## src/rtl/seg7_bcd_capture.sv

```systemverilog
// ============================================================================
// Module   : seg7_bcd_capture
// Brief    : Captures a multiplexed 7-segment display into BCD digits/frames.
// Revision : 1.0
// ============================================================================
`default_nettype none

module seg7_bcd_capture #(
    parameter int STABLE_CYCLES = 4
) (
    input  logic        clk,
    input  logic        rst_n,
    input  logic [6:0]  seg,
    input  logic [3:0]  an,
    output logic [15:0] digit_bcd,
    output logic [3:0]  digit_valid,
    output logic [3:0]  digit_err,
    output logic [15:0] frame_bcd,
    output logic        frame_valid,
    output logic        frame_done
);

    localparam logic [7:0] c_CNT_SAT = 8'(STABLE_CYCLES);
    localparam logic [7:0] c_CNT_CAP = 8'(STABLE_CYCLES - 1);

    logic [10:0] r_samp;
    logic [7:0]  r_cnt;
    logic        r_primed;
    logic [3:0]  r_seen;

    logic [10:0] w_in;
    logic        w_same;
    logic [3:0]  w_an_low;
    logic        w_one_low;
    logic        w_capture;
    logic [3:0]  w_dec_bcd;
    logic        w_dec_valid;
    logic        w_dec_err;
    logic [15:0] w_bcd_nx;
    logic [3:0]  w_valid_nx;
    logic [3:0]  w_err_nx;
    logic [3:0]  w_seen_nx;
    logic        w_frame;

    assign w_in      = {an, seg};
    // The first sample after reset never matches, so it cannot shorten the count.
    assign w_same    = r_primed && (w_in == r_samp);
    assign w_an_low  = ~r_samp[10:7];
    assign w_one_low = (w_an_low != 4'b0000) && ((w_an_low & (w_an_low - 4'b0001)) == 4'b0000);
    assign w_capture = w_same && (r_cnt == c_CNT_CAP) && w_one_low;

    always_comb begin
        w_dec_bcd   = 4'hE;
        w_dec_valid = 1'b1;
        w_dec_err   = 1'b0;
        case (r_samp[6:0])
            7'b0000001: w_dec_bcd = 4'd0;
            7'b1001111: w_dec_bcd = 4'd1;
            7'b0010010: w_dec_bcd = 4'd2;
            7'b0000110: w_dec_bcd = 4'd3;
            7'b1001100: w_dec_bcd = 4'd4;
            7'b0100100: w_dec_bcd = 4'd5;
            7'b0100000: w_dec_bcd = 4'd6;
            7'b0001111: w_dec_bcd = 4'd7;
            7'b0000000: w_dec_bcd = 4'd8;
            7'b0000100: w_dec_bcd = 4'd9;
            7'b1111111: begin
                w_dec_bcd   = 4'hF;
                w_dec_valid = 1'b0;
            end
            default: begin
                w_dec_bcd   = 4'hE;
                w_dec_valid = 1'b0;
                w_dec_err   = 1'b1;
            end
        endcase
    end

    // Merged view of the digit registers including the digit being captured now.
    always_comb begin
        w_bcd_nx   = digit_bcd;
        w_valid_nx = digit_valid;
        w_err_nx   = digit_err;
        for (int k = 0; k < 4; k++) begin
            if (w_an_low[k]) begin
                w_bcd_nx[4*k +: 4] = w_dec_bcd;
                w_valid_nx[k]      = w_dec_valid;
                w_err_nx[k]        = w_dec_err;
            end
        end
    end

    assign w_seen_nx = r_seen | w_an_low;
    assign w_frame   = &w_seen_nx;

    always_ff @(posedge clk or negedge rst_n) begin
        if (!rst_n) begin
            r_samp   <= '0;
            r_cnt    <= '0;
            r_primed <= 1'b0;
        end else begin
            r_samp   <= w_in;
            r_primed <= 1'b1;
            if (!w_same) begin
                r_cnt <= '0;
            end else if (r_cnt != c_CNT_SAT) begin
                r_cnt <= r_cnt + 8'd1;
            end
        end
    end

    always_ff @(posedge clk or negedge rst_n) begin
        if (!rst_n) begin
            digit_bcd   <= 16'hFFFF;
            digit_valid <= '0;
            digit_err   <= '0;
            frame_bcd   <= 16'hFFFF;
            frame_valid <= 1'b0;
            frame_done  <= 1'b0;
            r_seen      <= '0;
        end else begin
            frame_done <= 1'b0;
            if (w_capture) begin
                digit_bcd   <= w_bcd_nx;
                digit_valid <= w_valid_nx;
                digit_err   <= w_err_nx;
                if (w_frame) begin
                    frame_bcd   <= w_bcd_nx;
                    frame_valid <= &w_valid_nx;
                    frame_done  <= 1'b1;
                    r_seen      <= '0;
                end else begin
                    r_seen <= w_seen_nx;
                end
            end
        end
    end

endmodule

`default_nettype wire
```

## config.mk

```make
export PLATFORM = sky130hd
export DESIGN_NAME = seg7_bcd_capture
export DESIGN_NICKNAME = d
export VERILOG_FILES = /design/src/rtl/seg7_bcd_capture.sv
export SDC_FILE = /design/constraint.sdc
export NUM_CORES = 1
export LEC_CHECK = 0
export BUFFER_PORTS_ARGS = -buffer_cell sky130_fd_sc_hd__buf_2
export CAP_MARGIN = 20
export CORE_UTILIZATION = 30
export DETAILED_ROUTE_END_ITERATION = 10
export SLEW_MARGIN = 20
export SYNTH_ARGS = -nofsm -noshare
export SYNTH_HDL_FRONTEND = slang
export SYNTH_SLANG_ARGS = --single-unit
```

## constraint.sdc

```tcl
create_clock -name clk -period 2.99 [get_ports clk]
set_input_delay 0.299 -clock clk [delete_from_list [all_inputs] [get_ports clk]]
set_output_delay 0.299 -clock clk [all_outputs]
set_load 0.01 [all_outputs]
```

## Word level (Yosys, flattened, before mapping)

Cells that the tools add are included.

| operators by class | value |
|---|---|
| add/subtract/negate cells | 2 |
| bitwise logic cells | 3 |
| reductions and logical operators | 16 |
| mux-type cells | 16 |
| equality and inequality tests | 14 |

Operators by type and width:

| cell | count |
|---|---|
| 4-bit one-hot mux with 11 select lines | 1 |
| 7-bit == test, second input constant | 3 |
| 4-bit two-way mux | 5 |
| 8-bit two-way mux | 2 |
| 7-bit by 3-bit == test with 1-bit output, second input constant | 2 |
| 7-bit by 6-bit == test with 1-bit output, second input constant | 2 |
| 11-bit == test | 1 |
| 11-bit OR reduction | 1 |
| 10-bit OR reduction | 1 |
| 8-bit by 1-bit adder with 8-bit output, second input constant | 1 |
| 8-bit by 2-bit == test with 1-bit output, second input constant | 1 |
| 1-bit two-way mux | 8 |
| 8-bit by 3-bit != test with 1-bit output, second input constant | 1 |
| 2-bit AND reduction | 4 |
| 4-bit AND reduction | 2 |
| 7-bit by 1-bit == test with 1-bit output, second input constant | 1 |
| 7-bit by 4-bit == test with 1-bit output, second input constant | 1 |
| 7-bit by 5-bit == test with 1-bit output, second input constant | 1 |
| 7-bit logical NOT | 1 |
| 5-bit AND reduction | 1 |
| 4-bit bitwise AND | 1 |
| 1-bit logical AND | 4 |
| 4-bit logical NOT | 1 |
| 4-bit NOT | 1 |
| 4 further kinds | 4 |

| word-level totals | value |
|---|---|
| output and inout port bits | 42 |
| flip-flop bits (word level) | 66 |
| input bits | 13 |
| logic and storage cells | 64 |

## Logic depth before layout (Yosys ltp)

| depth | value |
|---|---|
| depth in word-level cells | 7 |
| depth in mapped cells | 8 |
| mapped depth without buffers | 6 |

## Least setup slack after synthesis

No wires, ideal clock.

| timing | value |
|---|---|
| kind | register -> register |
| start point | register r_cnt[4] |
| end point | register digit_err[3] |
| arrival time | 2121 ps |
| slack | 744 ps |
| library setup time | 125 ps |
| cell stages (with the launch flop) | 7 |
| buffers on the path | 1 |
| required time | 2865 ps |
| period minus slack after synthesis | 2246 ps |
| path through | dfrtp_1 nor4_4 nand4bb_1 or4_4 or3_1 buf_6 mux2_4 |

| between the ends | value |
|---|---|
| cells in the longest elaborated chain, start to end | 4 |

Ends and longest elaborated chain:

| item | line | RTL |
|---|---|---|
| from (decl) | 27 | `logic [7:0] r_cnt;` |
| from (signal assigned) | 107 | `r_cnt <= r_cnt + 8'd1;` |
| 8-bit by 2-bit == test with 1-bit output | 50 | `assign w_capture = w_same && (r_cnt == c_CNT_CAP) && w_one_low;` |
| 1-bit logical AND (2 in a row) | 50 |  |
| 2-bit AND reduction (no line) | - |  |
| to (signal assigned) | 126 | `digit_err <= w_err_nx;` |
| to (decl) | 17 | `output logic [3:0] digit_err,` |

No other way between the ends.
A chain may end at the register's enable or synchronous reset.

## Final worst setup path

| timing | value |
|---|---|
| start point | register r_samp[1] |
| end point | register frame_bcd[3] |

| between the ends | value |
|---|---|
| cells in the longest elaborated chain, start to end | 5 |
| elaborated cells on any way between the ends | 18 |
| classes of those cells | eq/ne (11); mux (2); reduce/logical (5) |

Ends and longest elaborated chain:

| item | line | RTL |
|---|---|---|
| from (decl) | 26 | `logic [10:0] r_samp;` |
| from (signal assigned) | 102 | `r_samp <= w_in;` |
| 11-bit == test | 47 | `assign w_same = r_primed && (w_in == r_samp);` |
| 1-bit logical AND | 47 |  |
| 1-bit logical AND (2 in a row) | 50 |  |
| 5-bit AND reduction (no line) | - |  |
| to (signal assigned) | 128 | `frame_bcd <= w_bcd_nx;` |
| to (decl) | 18 | `output logic [15:0] frame_bcd,` |

Parallel ways exist; a longest one is shown, timed or not.

==> impl_metrics.csv <==
group,metric,value,unit
status,status,"completed",
sta,setup_tns,0,ns
synth,syn_area,0.003496,mm^2
synth,synth_cell_types,59,
synth,synth_edf_count,0,
sta,slew_viol_final,0,
floorplan,die_w,110.0,um
synth,yosysTopAreaCell,"dfrtp_1",
routing,drc,0,
cells_and_area,stdcell_area,0.004229,mm^2
synth,ys_warn_count,0,
cts,clock_latency,0.33,ns
cells_and_area,num-fill-cells,1137,
setup_path,arrival,2.82,ns
cts,postCtsHoldBufs,1,
cts,clockBufferDepth,2,
synth,syn_avg_cell_area,10.82,um^2
power_and_ir_drop,leakage,1.893,nW
floorplan,io_pins,55,
routing,drt_wl_total,8776,um
power_and_ir_drop,peakVddDrop,0.3268,mV
sta,setup_viol,0,
worst_hold_path,hold_path_class,"input pin to flip-flop",
floorplan,start_util,30.75,%
global_routing,gr-total-overflow,0,
job,maxCapViolCount,0,
setup_path,cp_top_family,"simple AND/OR/NAND/NOR gates",
routing,ant_nets,0,
global_routing,use_met2,24.55,%
synth,ys_seq_area_share,48.39,%
synth,ys_ff_latch,66,
routing,first_iter_violations,139,
power_and_ir_drop,p_comb_share,5.9,%
synth,synth_nets,338,
cts,root_buffer,"clkbuf_16",
sta,hold_viol,0,
sta,tightestPinTransition,1.041,ns
placed_design,io_buffers,54,
power_and_ir_drop,p_per_area,522.6,mW/mm^2
routing,num_vias,2725,
global_routing,grt_busiest_layer,"met2",
routing,wire_per_inst,16.78,um
floorplan,die_height,110.0,um
global_routing,grt_use_total,16.06,%
power_and_ir_drop,sw_frac_of_total,22.75,%
setup_path,crit_path_max_incr_delay,0.71,ns
floorplan,floorplan.rows,39,
cells_and_area,post-route-util,37.20,%
synth,netlist_instances,323,
global_routing,antenna_found_initial,0,
setup_path,crit_path_start_kind,"flip-flop",
cells_and_area,syn2layout_area_growth,20.97,%
placed_design,place.gp.congestion,0.8329,
setup_path,reg2reg_from,"r_samp[1]",
power_and_ir_drop,seqPwrFrac,42.0,%
cells_and_area,drive_gt1_share,37.11,%
synth,synth_area_leaders,"dfrtp_1 24%, dfstp_2 24%, mux2_2 3.9%, mux2_4 3.4%, o31ai_1 3.4%",
cts,cts_buffers,9,
setup_path,worstSetupEndpoint,"frame_bcd[3]",
global_routing,grt_pass1_wl,14330,um
setup_path,cpMaxStageDelayCell,"dfrtp_1",
setup_path,crit_type,"flip-flop to flip-flop",
cts,cts.sinks,66,
cells_and_area,final_nets,390,
cells_and_area,diodes,0,
cts,clk_pin_slew,0.06,ns
synth,synthArstFlopShare,100.0,%
sta,skew,0.006208,ns
sta,slew_headroom,29.85,%
global_routing,grtUsageMet1,22.37,%
setup_path,crit_buf_inv,0,
cts,tritoncts,"done",
cts,post_cts_buffers,0,
power_and_ir_drop,clockPowerShare,52.1,%
setup_path,r2r_slack,0.41,ns
setup_path,reg2reg_depth,5,
sta,fmax,0.3872,GHz
setup_path,crit_fanout,17,
sta,grt_setup_unrepaired,"no",
setup_path,critPathLaunch,"r_samp[1]",
placed_design,place_area,0.003890,mm^2
setup_path,worstPathRequired,3.23,ns
setup_path,path_cells,"xnor2_4, nand4_1, or4_1, or2_1, o31ai_1",
routing,via_per_inst,5.210,
global_routing,grt_max_degree,27,
setup_path,crit-reg2reg-capture,"frame_bcd[3]",
setup_path,endpoint_kind,"flip-flop",
placed_design,place_hpwl,6441,um
power_and_ir_drop,internal-power,1.707,mW
cts,cts-htree-levels,3,
global_routing,grt_pass1_vias,2630,
setup_path,worst-path-stages,5,
sta,finalCritPeriodShare,86.38,%
power_and_ir_drop,p_sw,0.5029,mW
synth,synth-main-ff-cell,"dfrtp_1",
synth,netlist.area_leader.share,24.34,%
global_routing,use_met3,3.972,%
sta,period_minus_slack,2.583,ns
cells_and_area,stdcell_count,523,
cts,cts-resized-gates,0,
placed_design,dp.cells,506,
floorplan,core-area,0.01137,mm^2
floorplan,die_area,0.01209,mm^2
routing,drt-pass1-iter-count,4,
## power by group through the flow
stage / sequential [mW] / combinational (mW) / clock (mW)
finish: 0.928 / 0.131 / 1.15
global route: 0.930 / 0.147 / 1.22
CTS: 0.927 / 0.133 / 1.17
detailed placement: 0.941 / 0.130 / 0
global placement: 0.940 / 0.130 / 0
floorplan: 0.925 / 0.0891 / 0
## final cells by class
type | instances | area, um^2 | area share (%)
tap | 143 | 178.9 | 4.231
multi-input combinational | 218 | 1622 | 38.34
inverter | 16 | 60.06 | 1.420
clock buffer | 10 | 239.0 | 5.651
clock inverter | 6 | 90.09 | 2.130
timing repair buffer | 64 | 347.8 | 8.225
sequential | 66 | 1692 | 40.00
## routing by layer
layer  vias to the layer above  wire [um]  part of all wire, %
met1                      1355       4101                   47
met3                         4        440                  5.0
met5                         -          0                    0
met2                        70       4177                   48
met4                         0         56                 0.64
li1                       1296          -                    -
## how the worst min path moves through the flow
stage / startpoint / to / slack [ns] / cells past startpoint
finish: seg[2] / r_samp[2] / 0.10 / 1
global route: seg[0] / r_samp[0] / 0.09 / 1
CTS: seg[4] / r_samp[4] / 0.09 / 1
detailed placement: rst_n / r_cnt[3] / 0.31 / 1
global placement: rst_n / r_cnt[6] / 0.30 / 1
floorplan: rst_n / digit_err[0] / 0.003 / 0
## stage by stage
stage	setup slack (ns)	hold slack, ns	power, mW
floorplan	0.7440	0.003409	1.015
global route	0.1916	0.08939	2.297
CTS	0.3949	0.09002	2.235
detailed placement	0.4301	0.3099	1.071
finish	0.4071	0.1003	2.210
global placement	0.4995	0.3038	1.070
## layout by cell type (no fill, tap or decap), types with 3 or more instances in the layout
cell / Yosys / layout
or3_1: 5 / 5
a21boi_0: 3 / 3
mux2_2: 12 / 12
a2111oi_0: 9 / 9
inv_1: 16 / 16
dfstp_2: 32 / 32
o21ai_0: 22 / 22
mux2_4: 8 / 8
a31oi_1: 5 / 5
or2_2: 3 / 3
nand3b_1: 3 / 3
nand3_1: 4 / 4
a211oi_1: 8 / 8
nand4_1: 11 / 11
buf_4: 2 / 9
clkbuf_16: 0 / 9
nor2_1: 29 / 29
a21oi_1: 5 / 5
nor3_1: 3 / 3
nand2_1: 4 / 4
dfrtp_1: 34 / 34
o31ai_1: 16 / 16
mux2i_1: 4 / 4
nor2b_1: 4 / 4
xor2_1: 7 / 7
xnor2_1: 12 / 12
and4b_1: 3 / 3
buf_2: 5 / 54
## registers in the layout, indices dropped and copies added (netlist names)
register	count
frame_valid	1
frame_done	1
r_cnt	8
r_seen	4
r_primed	1
digit_valid	4
digit_bcd	16
r_samp	11
digit_err	4
frame_bcd	16
## cell usage after synthesis (7+ instances only)
| master | count |
|---|---|
| a211oi_1 | 8 |
| mux2_4 | 8 |
| mux2_2 | 12 |
| xor2_1 | 7 |
| nand4_1 | 11 |
| dfstp_2 | 32 |
| nor2_1 | 29 |
| o21ai_0 | 22 |
| inv_1 | 16 |
| a2111oi_0 | 9 |
| o31ai_1 | 16 |
| clkbuf_1 | 13 |
| dfrtp_1 | 34 |
| xnor2_1 | 12 |
## kinds of logic (layout without fill, tap and decap cells)
family,Yosys count,after routing,share of synthesized area (%)
other,1,1,0.1073
DFF,66,66,48.39
muxes,24,24,8.447
and+or+nand+nor,89,89,15.35
AOI/OAI and AO/OA,82,82,16.21
xor gates and xnor gates,20,20,5.548
adders and majority gates,2,2,0.7157
buffers and inverters,39,96,5.225
(Power assumes the default switching activity.)
